<file path="src/rtl/serial_frame_pkg.sv">
// Shared types and constants for the serial frame receiver.
package serial_frame_pkg;

   typedef enum logic [1:0] {
      ST_IDLE,
      ST_OPCODE,
      ST_PAYLOAD,
      ST_DISCARD
   } state_t;

   localparam int PKG_OPCODE_W = 4;
   localparam int PKG_LEN_W    = 6;
   localparam int PKG_NUM_OPS  = 2**PKG_OPCODE_W;

   localparam logic [PKG_OPCODE_W-1:0] OP_VALID_MOVE = 4'd0;
   localparam logic [PKG_OPCODE_W-1:0] OP_STATUS     = 4'd1;
   localparam logic [PKG_OPCODE_W-1:0] OP_WORD       = 4'd2;
   localparam logic [PKG_OPCODE_W-1:0] OP_BYTE       = 4'd3;

   localparam logic [PKG_LEN_W-1:0] LEN_VALID_MOVE = 6'd10;
   localparam logic [PKG_LEN_W-1:0] LEN_STATUS     = 6'd0;
   localparam logic [PKG_LEN_W-1:0] LEN_WORD       = 6'd32;
   localparam logic [PKG_LEN_W-1:0] LEN_BYTE       = 6'd8;
   localparam logic [PKG_LEN_W-1:0] LEN_DEFAULT    = 6'd16;

   function automatic logic [PKG_NUM_OPS*PKG_LEN_W-1:0] default_len_table();
      logic [PKG_NUM_OPS*PKG_LEN_W-1:0] t;
      for (int k = 0; k < PKG_NUM_OPS; k++) t[k*PKG_LEN_W +: PKG_LEN_W] = LEN_DEFAULT;
      t[int'(OP_VALID_MOVE)*PKG_LEN_W +: PKG_LEN_W] = LEN_VALID_MOVE;
      t[int'(OP_STATUS)*PKG_LEN_W +: PKG_LEN_W]     = LEN_STATUS;
      t[int'(OP_WORD)*PKG_LEN_W +: PKG_LEN_W]       = LEN_WORD;
      t[int'(OP_BYTE)*PKG_LEN_W +: PKG_LEN_W]       = LEN_BYTE;
      return t;
   endfunction

endpackage

</file>
<file path="src/rtl/serial_frame_rx_sync.sv">
// Synchroniser for the link clock/data with a post-reset edge mask and
// a one-cycle rising-edge strobe.
module sync_edge_detect #(
   parameter int SYNC_STAGES = 2
) (
   input  logic i_clock,
   input  logic i_reset_n,
   input  logic i_ser_clk,
   input  logic i_ser_data,
   output logic o_edge,
   output logic o_bit
);

   localparam int MASK_CYC = SYNC_STAGES + 1;
   localparam int MASK_W   = $clog2(MASK_CYC + 1);

   logic [SYNC_STAGES-1:0] r_csync;
   logic [SYNC_STAGES-1:0] r_dsync;
   logic                   r_cprev;
   logic [MASK_W-1:0]      r_mask;
   logic                   w_armed;

   always_ff @(posedge i_clock) begin
      if (!i_reset_n) begin
         r_csync <= '0;
         r_dsync <= '0;
         r_cprev <= 1'b0;
         r_mask  <= '0;
      end else begin
         r_csync <= {r_csync[SYNC_STAGES-2:0], i_ser_clk};
         r_dsync <= {r_dsync[SYNC_STAGES-2:0], i_ser_data};
         r_cprev <= r_csync[SYNC_STAGES-1];
         if (!w_armed) r_mask <= r_mask + 1'b1;
      end
   end

   // A link clock already high at reset release must not look like an edge.
   assign w_armed = (r_mask == MASK_W'(MASK_CYC));
   assign o_edge  = r_csync[SYNC_STAGES-1] & ~r_cprev & w_armed;
   assign o_bit   = r_dsync[SYNC_STAGES-1];

endmodule

</file>
<file path="src/rtl/serial_frame_rx.sv">
// Serial frame receiver: opcode + table-driven payload length, delivered
// on a valid/ready output register with a polled toggle flag.
module serial_frame_rx
   import serial_frame_pkg::*;
#(
   parameter int OPCODE_W       = 4,
   parameter int DATA_W         = 32,
   parameter int LEN_W          = 6,
   parameter int SYNC_STAGES    = 2,
   parameter int TIMEOUT_CYCLES = 4096
) (
   input  logic                          i_clock,
   input  logic                          i_reset_n,
   input  logic                          i_ser_clk,
   input  logic                          i_ser_data,
   input  logic [(2**OPCODE_W)*LEN_W-1:0] i_len_table,
   output logic                          o_data_out,
   output logic                          o_clock_out,
   output logic                          o_frame_valid,
   input  logic                          i_frame_ready,
   output logic [OPCODE_W-1:0]           o_frame_opcode,
   output logic [LEN_W-1:0]              o_frame_len,
   output logic [DATA_W-1:0]             o_frame_data,
   output logic                          o_toggle,
   output logic                          o_err_timeout,
   output logic                          o_err_badop,
   output logic                          o_err_overrun
);

   localparam int IDLE_W = $clog2(TIMEOUT_CYCLES);

   logic w_edge, w_bit;

   sync_edge_detect #(.SYNC_STAGES(SYNC_STAGES)) u_sync (
      .i_clock    (i_clock),
      .i_reset_n  (i_reset_n),
      .i_ser_clk  (i_ser_clk),
      .i_ser_data (i_ser_data),
      .o_edge     (w_edge),
      .o_bit      (w_bit)
   );

   assign o_data_out  = i_ser_data;
   assign o_clock_out = i_ser_clk;

   logic [LEN_W-1:0] w_len_lut [2**OPCODE_W];
   for (genvar k = 0; k < 2**OPCODE_W; k++) begin : g_lut
      assign w_len_lut[k] = i_len_table[k*LEN_W +: LEN_W];
   end

   state_t            r_state, w_state_nxt;
   logic [OPCODE_W-1:0] r_opcode, w_op_shift, w_done_op;
   logic [LEN_W-1:0]  r_len, r_cnt, w_lut_len, w_done_len;
   logic [DATA_W-1:0] r_shift, w_data_shift, w_done_data;
   logic [IDLE_W-1:0] r_idle;
   logic w_op_last, w_pl_last, w_idle_exp;
   logic w_done, w_badop, w_tmo, w_load, w_overrun;

   assign w_op_shift   = (r_state == ST_IDLE) ? {{(OPCODE_W-1){1'b0}}, w_bit}
                                              : {r_opcode[OPCODE_W-2:0], w_bit};
   assign w_lut_len    = w_len_lut[w_op_shift];
   assign w_data_shift = {r_shift[DATA_W-2:0], w_bit};
   assign w_op_last    = w_edge && (r_state == ST_OPCODE) && (r_cnt == LEN_W'(OPCODE_W-1));
   assign w_pl_last    = w_edge && (r_cnt == r_len - 1'b1);
   assign w_idle_exp   = !w_edge && (r_state != ST_IDLE) &&
                         (r_idle == IDLE_W'(TIMEOUT_CYCLES-1));

   always_comb begin
      w_state_nxt = r_state;
      w_done      = 1'b0;
      w_badop     = 1'b0;
      w_tmo       = 1'b0;
      w_done_op   = r_opcode;
      w_done_len  = r_len;
      w_done_data = w_data_shift;
      case (r_state)
         ST_IDLE:    if (w_edge) w_state_nxt = ST_OPCODE;
         ST_OPCODE: begin
            if (w_op_last) begin
               w_done_op   = w_op_shift;
               w_done_len  = w_lut_len;
               w_done_data = '0;
               if (w_lut_len == '0) begin
                  w_done      = 1'b1;
                  w_state_nxt = ST_IDLE;
               end else if (int'(w_lut_len) <= DATA_W) begin
                  w_state_nxt = ST_PAYLOAD;
               end else begin
                  w_badop     = 1'b1;
                  w_state_nxt = ST_DISCARD;
               end
            end
         end
         ST_PAYLOAD: if (w_pl_last) begin
            w_done      = 1'b1;
            w_state_nxt = ST_IDLE;
         end
         ST_DISCARD: if (w_pl_last) w_state_nxt = ST_IDLE;
         default:    w_state_nxt = ST_IDLE;
      endcase
      // Expiry only fires on edge-free cycles, so it never meets a frame load.
      if (w_idle_exp) begin
         w_tmo       = 1'b1;
         w_state_nxt = ST_IDLE;
      end
   end

   assign w_load    = w_done && (!o_frame_valid || i_frame_ready);
   assign w_overrun = w_done && o_frame_valid && !i_frame_ready;

   always_ff @(posedge i_clock) begin
      if (!i_reset_n) r_state <= ST_IDLE;
      else            r_state <= w_state_nxt;
   end

   always_ff @(posedge i_clock) begin
      if (!i_reset_n) begin
         r_opcode       <= '0;
         r_len          <= '0;
         r_cnt          <= '0;
         r_shift        <= '0;
         r_idle         <= '0;
         o_frame_valid  <= 1'b0;
         o_frame_opcode <= '0;
         o_frame_len    <= '0;
         o_frame_data   <= '0;
         o_toggle       <= 1'b0;
         o_err_timeout  <= 1'b0;
         o_err_badop    <= 1'b0;
         o_err_overrun  <= 1'b0;
      end else begin
         if (w_edge || r_state == ST_IDLE || w_idle_exp) r_idle <= '0;
         else                                            r_idle <= r_idle + 1'b1;

         if (w_edge) begin
            case (r_state)
               ST_IDLE: begin
                  r_opcode <= w_op_shift;
                  r_cnt    <= LEN_W'(1);
               end
               ST_OPCODE: begin
                  r_opcode <= w_op_shift;
                  if (w_op_last) begin
                     r_cnt   <= '0;
                     r_len   <= w_lut_len;
                     r_shift <= '0;
                  end else begin
                     r_cnt <= r_cnt + 1'b1;
                  end
               end
               ST_PAYLOAD: begin
                  r_shift <= w_data_shift;
                  r_cnt   <= r_cnt + 1'b1;
               end
               ST_DISCARD: r_cnt <= r_cnt + 1'b1;
               default: ;
            endcase
         end

         o_err_timeout <= w_tmo;
         o_err_badop   <= w_badop;
         o_err_overrun <= w_overrun;

         if (w_load) begin
            o_frame_valid  <= 1'b1;
            o_frame_opcode <= w_done_op;
            o_frame_len    <= w_done_len;
            o_frame_data   <= w_done_data;
            o_toggle       <= ~o_toggle;
         end else if (i_frame_ready) begin
            o_frame_valid <= 1'b0;
         end
      end
   end

endmodule

</file>
<file path="config.mk">
export PLATFORM = sky130hd
export DESIGN_NAME = serial_frame_rx
export DESIGN_NICKNAME = d
export VERILOG_FILES = /design/src/rtl/serial_frame_pkg.sv /design/src/rtl/serial_frame_rx_sync.sv /design/src/rtl/serial_frame_rx.sv
export SDC_FILE = /design/constraint.sdc
export NUM_CORES = 1
export LEC_CHECK = 0
export BUFFER_PORTS_ARGS = -buffer_cell sky130_fd_sc_hd__buf_2
export CAP_MARGIN = 5
export CORE_UTILIZATION = 41
export CTS_CLUSTER_DIAMETER = 30
export DETAILED_ROUTE_END_ITERATION = 12
export PLACE_DENSITY = 0.65
export RECOVER_POWER = 50
export SLEW_MARGIN = 5
export SYNTH_ARGS = -nofsm -noshare
export SYNTH_HDL_FRONTEND = slang
export SYNTH_SLANG_ARGS = --single-unit
</file>
<file path="constraint.sdc">
create_clock -name i_clock -period 3.6 [get_ports i_clock]
set_input_delay 0.36 -clock i_clock [delete_from_list [all_inputs] [get_ports i_clock]]
set_output_delay 0.36 -clock i_clock [all_outputs]
set_load 0.005 [all_outputs]
</file>
==> reports/metrics.csv, run 1 <==
stage,metric,value,unit
detailed_routing,drt first pass iters,5,
cells_and_area,share of layout cells above drive strength 1,0.256,
power,power share of the clock group,0.523,
clock_tree,# Post-CTS Setup Buffers,0,
synthesis,Mapped Area,5410,um^2
critical_path,CP startpoint,r_state[0]$_SDFFE_PP0P_,
job,maxcap violations,1,
critical_path,worst stage delay on the critical path,530,ps
synthesis,Syn Area/Cell,9.48,um^2
power,Switching Fraction,0.234,
grt,largest net degree at the start of global routing,47,
hold_path,worst min-delay path category,primary input to register,
grt,Tot GR Track Use,0.213,
timing,slew margin rel.,0.0176,
grt,vias in the first global route,4590,
critical_path,Setup crit start kind,register,
cells_and_area,Fillers,1213,
floorplanning,Initial Util,0.425,
place,placed insts,856,
cells_and_area,"most common cell after layout, fill and taps aside",dfxtp_1,
place,HPWL after detailed placement,9900,um
power,Pwr Density,467,nW/um^2
timing,RSZ-0062 raised after global routing,no,
cells_and_area,diode count,0,
floorplanning,die width,117,um
floorplanning,Core ar.,12700,um^2
critical_path,Crit Path Class,register to register,
clock_tree,# clock sinks,115,
floorplanning,Die Ht,117,um
floorplanning,std cell rows,41,
place,placed standard-cell area,6250,um^2
timing,hold_ws,184,ps
critical_path,R2R Path End,o_frame_opcode[1]$_SDFFE_PN0P_,
clock_tree,Resized Gates After CTS,0,
critical_path,Crit Path Max Fanout,25,
synthesis,Post-synth EDFFs,0,
critical_path,WP data required,3930,ps
place,PortBufs,149,
synthesis,Netlist cell types,63,
critical_path,critical path arrival,3620,ps
grt,global route total overflow,0,
detailed_routing,wire length per cell,15.7,um
synthesis,synthesized instance count,571,
timing,min cycle time layout,3280,ps
hold_path,WHS Path Cells,2,
synthesis,Seq cells post-synth,115,
power,total chip power,3.17,mW
cells_and_area,most frequent cells in the layout,"114 x dfxtp_1, 109 x buf_2, 59 x nand2_1, 42 x nor2_1, 41 x clkbuf_1",
grt,first-pass GRT wire length,22600,um
synthesis,Synth Flop Type,dfxtp_1,
place,routability cong.,0.818,
timing,Slew Limit Fails,0,
status,failing checks,max-capacitance violations,
critical_path,critical path cell sequence,inv_1 > ha_1 > o21bai_1 > a221o_1 > o22ai_1 > nand3b_1 > nor3_4 > a21oi_4 > buf_12 > mux2i_1,
power,switching power,0.742,mW
power,Leak Pwr,2.63,nW
grt,antenna violations before repair,0,
critical_path,reg2reg path depth,10,
floorplanning,# IOs,150,
hold_path,hold endpoint,u_sync.r_dsync[0]$_SDFF_PN0_,
floorplanning,die area,13700,um^2
clock_tree,CTS H-tree depth,4,
synthesis,Post-synth ARST share,0,
timing,period utilization,0.912,
clock_tree,Clock Latency Late Sink,410,ps
cells_and_area,Seq. cell area,2300,um^2
synthesis,register area share after synthesis,0.425,
cells_and_area,fin cells,888,
detailed_routing,post-route ant nets,0,
clock_tree,TritonCTS buffer count,17,
timing,Fin Clk Skew,7.73,ps
critical_path,Crit. End Element,register,
power,sequential share of power,0.409,
power,Worst VDD drop,0.000345,V
clock_tree,"Clk pin slew, worst setup/hold paths",60,ps
cells_and_area,Layout area overhead,25.4,%
critical_path,flop-to-flop setup slack,320,ps
detailed_routing,vias per cell,5.40,
detailed_routing,via count,4792,
critical_path,r2r startpoint,r_state[0]$_SDFFE_PP0P_,
timing,Worst-Margin Slew,1470,ps
cells_and_area,Final nets,812,
timing,count of final setup violators,0,
clock_tree,CTS tree,built,
clock_tree,hold_buf cts,0,
hold_path,Hold Startpoint,i_ser_data,
synthesis,synth warn,0,
detailed_routing,number of remaining DRC errors,0,
power,internal power,2.43,mW
cells_and_area,area of the multi-input gates,2850,um^2
timing,Setup TNS,0,ps
timing,Max Fclk,304,MHz
power,Comb power frac,0.068,
detailed_routing,DRT Wirelength,14000,um
synthesis,post-synth net total,680,
critical_path,CP max-delay cell,a21oi_4,
status,outcome,"complete, but fails checks",
timing,final hold vios,0,
clock_tree,CTS root buffer,clkbuf_16,
detailed_routing,Starting DRT DRC Count,294,
clock_tree,Max Buffers Root-to-Sink,2,
cells_and_area,final instance area,6790,um^2
flip-flops by register name, indices dropped and copies added (netlist names), 4 cells and up:
signal / cells
r_idle: 12
r_cnt: 6
o_frame_opcode: 4
o_frame_data: 32
r_opcode: 4
r_shift: 31
r_len: 6
o_frame_len: 6
cell type report:
class | instances | share of cell area
inverter | 8 | 0.00443
multi-input combinational | 401 | 0.419
sequential | 115 | 0.339
clock inverter | 14 | 0.0225
tap | 172 | 0.0317
clock buffer | 18 | 0.0647
timing repair buffer | 160 | 0.118
through the flow:
step / utilization / worst slack [ps]
global route: 0.533 / 130
global placement: 0.491 / 567
finish: 0.533 / 316
floorplan: - / 1080
CTS: 0.538 / 353
detailed placement: 0.491 / 372
logic make-up after synthesis:
family / count (synthesis) / synth area share
XOR/XNOR: 21 / 0.0340
flip-flops: 115 / 0.425
AO/OA/AOI/OAI: 118 / 0.163
adder cells (fa/ha/maj): 8 / 0.0185
buffers and inverters: 55 / 0.0497
multiplexers: 53 / 0.128
AND/OR/NAND/NOR: 201 / 0.181
worst max-delay path by stage:
stage	to	depth (start not counted)
2_1_floorplan	o_frame_data[18]$_SDFFE_PN0P_	10
5_1_grt	o_frame_opcode[2]$_SDFFE_PN0P_	10
4_1_cts	o_frame_opcode[1]$_SDFFE_PN0P_	10
6_report	o_frame_opcode[1]$_SDFFE_PN0P_	10
3_3_place_gp	o_frame_opcode[2]$_SDFFE_PN0P_	10
3_5_place_dp	o_frame_opcode[2]$_SDFFE_PN0P_	10
synthesized netlist by cell type (4+ instances only):
cell / number / area (um^2)
dfxtp_1: 115 / 2300
nand2_1: 59 / 221
nor2_1: 42 / 158
a21oi_1: 40 / 200
nand3_1: 40 / 200
a32o_1: 32 / 320
mux2i_1: 30 / 300
clkbuf_1: 27 / 101
xor2_1: 13 / 114
and2_1: 12 / 75.1
mux4_2: 11 / 248
o21ai_0: 9 / 45.0
buf_2: 8 / 40.0
ha_1: 8 / 100
nand2b_1: 8 / 50.1
xnor2_1: 8 / 70.1
inv_1: 7 / 26.3
and3_1: 6 / 37.5
mux2_2: 6 / 67.6
nor3_1: 6 / 30.0
buf_6: 5 / 56.3
a221o_1: 4 / 40.0
buf_4: 4 / 30.0
nor2b_1: 4 / 25.0
nor4_1: 4 / 25.0
o22ai_1: 4 / 25.0
worst max-delay path: cells and delay by family, from the launching register on:
kind / cells / cell delay [ps]
AO/OA/AOI/OAI: 4 / 1550
adder cells (fa/ha/maj): 1 / 410
buffers and inverters: 2 / 350
flip-flops: 1 / 400
multiplexers: 1 / 200
AND/OR/NAND/NOR: 2 / 280
power groups by stage:
stage | Combinational (mW) | Sequential (mW) | Clock, mW
finish | 0.217 | 1.30 | 1.66
global route | 0.236 | 1.30 | 1.74
CTS | 0.217 | 1.30 | 1.68
detailed placement | 0.215 | 1.32 | 0
global placement | 0.211 | 1.32 | 0
floorplan | 0.137 | 1.32 | 0
per-layer routing:
metal,vias up,track usage,share of wire
met5,-,0,0
met4,0,0.0641,0.012
met3,21,0.0505,0.045
met2,115,0.353,0.50
met1,2308,0.276,0.44
li1,2348,-,-
Note: power is estimated with default switching activity, not from simulation.
==> inputs of run 2 (changes only) <==
--- a/config.mk
+++ b/config.mk
@@ -10,7 +10,7 @@
 export CORE_UTILIZATION = 41
 export CTS_CLUSTER_DIAMETER = 30
 export DETAILED_ROUTE_END_ITERATION = 12
-export PLACE_DENSITY = 0.65
+export PLACE_DENSITY = 0.62
 export RECOVER_POWER = 50
 export SLEW_MARGIN = 5
 export SYNTH_ARGS = -nofsm -noshare
==> reports/metrics.csv, run 2 (synthesized netlist as in run 1, its figures left out) <==
stage,metric,value,unit,change
critical_path,Crit. End Element,register,,unchanged
clock_tree,hold_buf cts,0,,unchanged
floorplanning,std cell rows,41,,unchanged
power,power share of the clock group,0.498,,was 0.523
power,Leak Pwr,2.63,nW,about the same
detailed_routing,DRT Wirelength,13900,um,was 14000 um
timing,slew margin rel.,-0.0281,,was 0.0176
critical_path,worst stage delay on the critical path,500,ps,was 530 ps
clock_tree,Clock Latency Late Sink,400,ps,was 410 ps
power,Worst VDD drop,0.000382,V,was 0.000345 V
grt,antenna violations before repair,0,,unchanged
cells_and_area,share of layout cells above drive strength 1,0.250,,was 0.256
timing,setup ws final,427,ps,was 316 ps
hold_path,WHS Path Cells,2,,unchanged
cells_and_area,biggest regs,"o_frame_data x32, r_shift x31, r_idle x12",,unchanged
timing,Max Fclk,315,MHz,was 304 MHz
cells_and_area,Seq. cell area,2300,um^2,unchanged
cells_and_area,Fillers,1237,,was 1213
grt,M3 GR Usage,0.0510,,was 0.0505
detailed_routing,Starting DRT DRC Count,227,,was 294
cells_and_area,area of the multi-input gates,2850,um^2,unchanged
timing,final hold vios,0,,unchanged
hold_path,Hold Startpoint,i_ser_data,,unchanged
critical_path,critical path cell sequence,inv_1 > ha_1 > o21bai_1 > a221o_1 > o22ai_1 > nand3b_1 > nor3_4 > a21oi_4 > buf_12 > mux2i_1,,unchanged
floorplanning,# IOs,150,,unchanged
timing,count of final setup violators,0,,unchanged
cells_and_area,Layout area overhead,24.6,%,was 25.4%
status,failing checks,"max-capacitance violations, max-slew violations",,was max-capacitance violations
detailed_routing,drt first pass iters,5,,unchanged
floorplanning,die area,13700,um^2,unchanged
critical_path,Crit Path Max Fanout,27,,was 25
clock_tree,"Clk pin slew, worst setup/hold paths",50,ps,was 60 ps
clock_tree,CTS tree,built,,unchanged
clock_tree,Resized Gates After CTS,0,,unchanged
grt,global route hottest layer,met2,,unchanged
status,outcome,"complete, but fails checks",,unchanged
floorplanning,Core ar.,12700,um^2,unchanged
critical_path,Setup crit start kind,register,,unchanged
timing,Worst-Margin Slew,1540,ps,was 1470 ps
detailed_routing,vias per cell,5.41,,was 5.40
timing,RSZ-0062 raised after global routing,no,,unchanged
clock_tree,# Post-CTS Setup Buffers,0,,unchanged
clock_tree,CTS root buffer,clkbuf_16,,unchanged
grt,largest net degree at the start of global routing,47,,unchanged
grt,Tot GR Track Use,0.209,,was 0.213
power,sequential share of power,0.430,,was 0.409
power,Pwr Density,448,nW/um^2,was 467 nW/um^2
job,maxcap violations,1,,unchanged
hold_path,worst min-delay path category,primary input to register,,unchanged
power,Comb power frac,0.071,,was 0.068
cells_and_area,Largest register FFs,32,,unchanged
timing,min cycle time layout,3170,ps,was 3280 ps
timing,Slew Limit Fails,47,,was 0
critical_path,reg2reg path depth,10,,unchanged
critical_path,flop-to-flop setup slack,430,ps,was 320 ps
critical_path,r2r startpoint,r_state[0]$_SDFFE_PP0P_,,unchanged
grt,met2 Track Usage GR,0.356,,was 0.353
place,Setup WS pre-CTS,482,ps,was 372 ps
cells_and_area,final instance area,6740,um^2,was 6790 um^2
critical_path,critical path arrival,3500,ps,was 3620 ps
grt,first-pass GRT wire length,22000,um,was 22600 um
detailed_routing,post-route ant nets,0,,unchanged
cells_and_area,fin cells,889,,was 888
floorplanning,Die Ht,117,um,unchanged
critical_path,CP max-delay cell,a21oi_4,,unchanged
timing,Setup TNS,0,ps,unchanged
grt,vias in the first global route,4580,,was 4590
grt,met1 Resource Use GR,0.254,,was 0.276
timing,Fin Clk Skew,7.16,ps,was 7.73 ps
place,placed standard-cell area,6260,um^2,was 6250 um^2
detailed_routing,number of remaining DRC errors,0,,unchanged
place,HPWL after detailed placement,9810,um,was 9900 um
power,Switching Fraction,0.220,,was 0.234
timing,period utilization,0.881,,was 0.912
place,placed insts,858,,was 856
cells_and_area,Final nets,814,,was 812
cells_and_area,Top reg by flops,o_frame_data,,unchanged
critical_path,Crit Path Class,register to register,,unchanged
hold_path,hold endpoint,u_sync.r_dsync[0]$_SDFF_PN0_,,unchanged
place,routability cong.,0.832,,was 0.818
floorplanning,Initial Util,0.425,,unchanged
floorplanning,die width,117,um,unchanged
cells_and_area,most frequent cells in the layout,"114 x dfxtp_1, 109 x buf_2, 59 x nand2_1, 44 x clkbuf_1, 42 x nor2_1",,"was 114 x dfxtp_1, 109 x buf_2, 59 x nand2_1, 42 x nor2_1, 41 x clkbuf_1"
place,PortBufs,149,,unchanged
clock_tree,CTS H-tree depth,4,,unchanged
clock_tree,# clock sinks,115,,unchanged
power,switching power,0.663,mW,was 0.742 mW
timing,hold_ws,175,ps,was 184 ps
grt,global route total overflow,0,,unchanged
power,internal power,2.35,mW,was 2.43 mW
detailed_routing,via count,4806,,was 4792
cells_and_area,"most common cell after layout, fill and taps aside",dfxtp_1,,unchanged
critical_path,WP data required,3930,ps,about the same
clock_tree,TritonCTS buffer count,17,,unchanged
detailed_routing,wire length per cell,15.7,um,about the same
cells_and_area,diode count,0,,unchanged
clock_tree,Max Buffers Root-to-Sink,2,,unchanged
critical_path,R2R Path End,o_frame_opcode[0]$_SDFFE_PN0P_,,was o_frame_opcode[1]$_SDFFE_PN0P_
==> run 2: cell count changes in the layout (fill, tap and decap cells not counted), moves of 3 or more <==
| cell | previous run | this run |
|---|---|---|
| clkinvlp_4 | 7 | 1 |
| clkbuf_8 | 1 | 5 |
| clkbuf_1 | 41 | 44 |
| inv_6 | 3 | 0 |
==> run 2: how the worst max path moves through the flow <==
stage,startpoint,to
after floorplan,r_state[0]$_SDFFE_PP0P_,o_frame_data[18]$_SDFFE_PN0P_
after global placement,r_state[0]$_SDFFE_PP0P_,o_frame_opcode[2]$_SDFFE_PN0P_
after detailed placement,r_state[0]$_SDFFE_PP0P_,o_frame_opcode[3]$_SDFFE_PN0P_
after CTS,r_state[0]$_SDFFE_PP0P_,o_frame_opcode[0]$_SDFFE_PN0P_
after global routing,r_state[1]$_SDFFE_PP0P_,o_frame_opcode[2]$_SDFFE_PN0P_
final,r_state[0]$_SDFFE_PP0P_,o_frame_opcode[0]$_SDFFE_PN0P_
==> run 2: layout make-up <==
class	count	share of cell area
Clock inverter	4	0.00334
Multi-Input combinational cell	401	0.422
Tap cell	172	0.0319
Inverter	8	0.00445
Clock buffer	27	0.0761
Sequential cell	115	0.342
Timing Repair Buffer	162	0.121
==> run 2: routing by layer <==
layer  part of all wire  wire [um]  vias up
met2               0.49       6810      133
met1               0.44       6090     2302
met3              0.056        775       27
li1                   -          -     2344
met4              0.018        257        0
met5                  0          0        -
==> run 2: power by group through the flow <==
| stage | clock [mW] | combinational [mW] | sequential [mW] |
|---|---|---|---|
| after CTS | 1.53 | 0.217 | 1.30 |
| after detailed placement | 0 | 0.216 | 1.32 |
| after global routing | 1.59 | 0.237 | 1.30 |
| final | 1.50 | 0.215 | 1.30 |
| after global placement | 0 | 0.213 | 1.32 |
| after floorplan | 0 | 0.137 | 1.32 |
==> run 2: per-stage QoR <==
step	util	power (mW)
after detailed placement	0.492	1.54
after floorplan	-	1.46
after global routing	0.530	3.12
final	0.530	3.02
after CTS	0.534	3.05
after global placement	0.492	1.54
==> run 2: critical path, delay by kind of cell, from the launching register on <==
| kind | cells | cell delay (ps) |
|---|---|---|
| fa+ha+maj | 1 | 390 |
| compound gates | 4 | 1480 |
| simple gates | 2 | 290 |
| flops | 1 | 380 |
| mux | 1 | 200 |
| buf+inv | 2 | 340 |
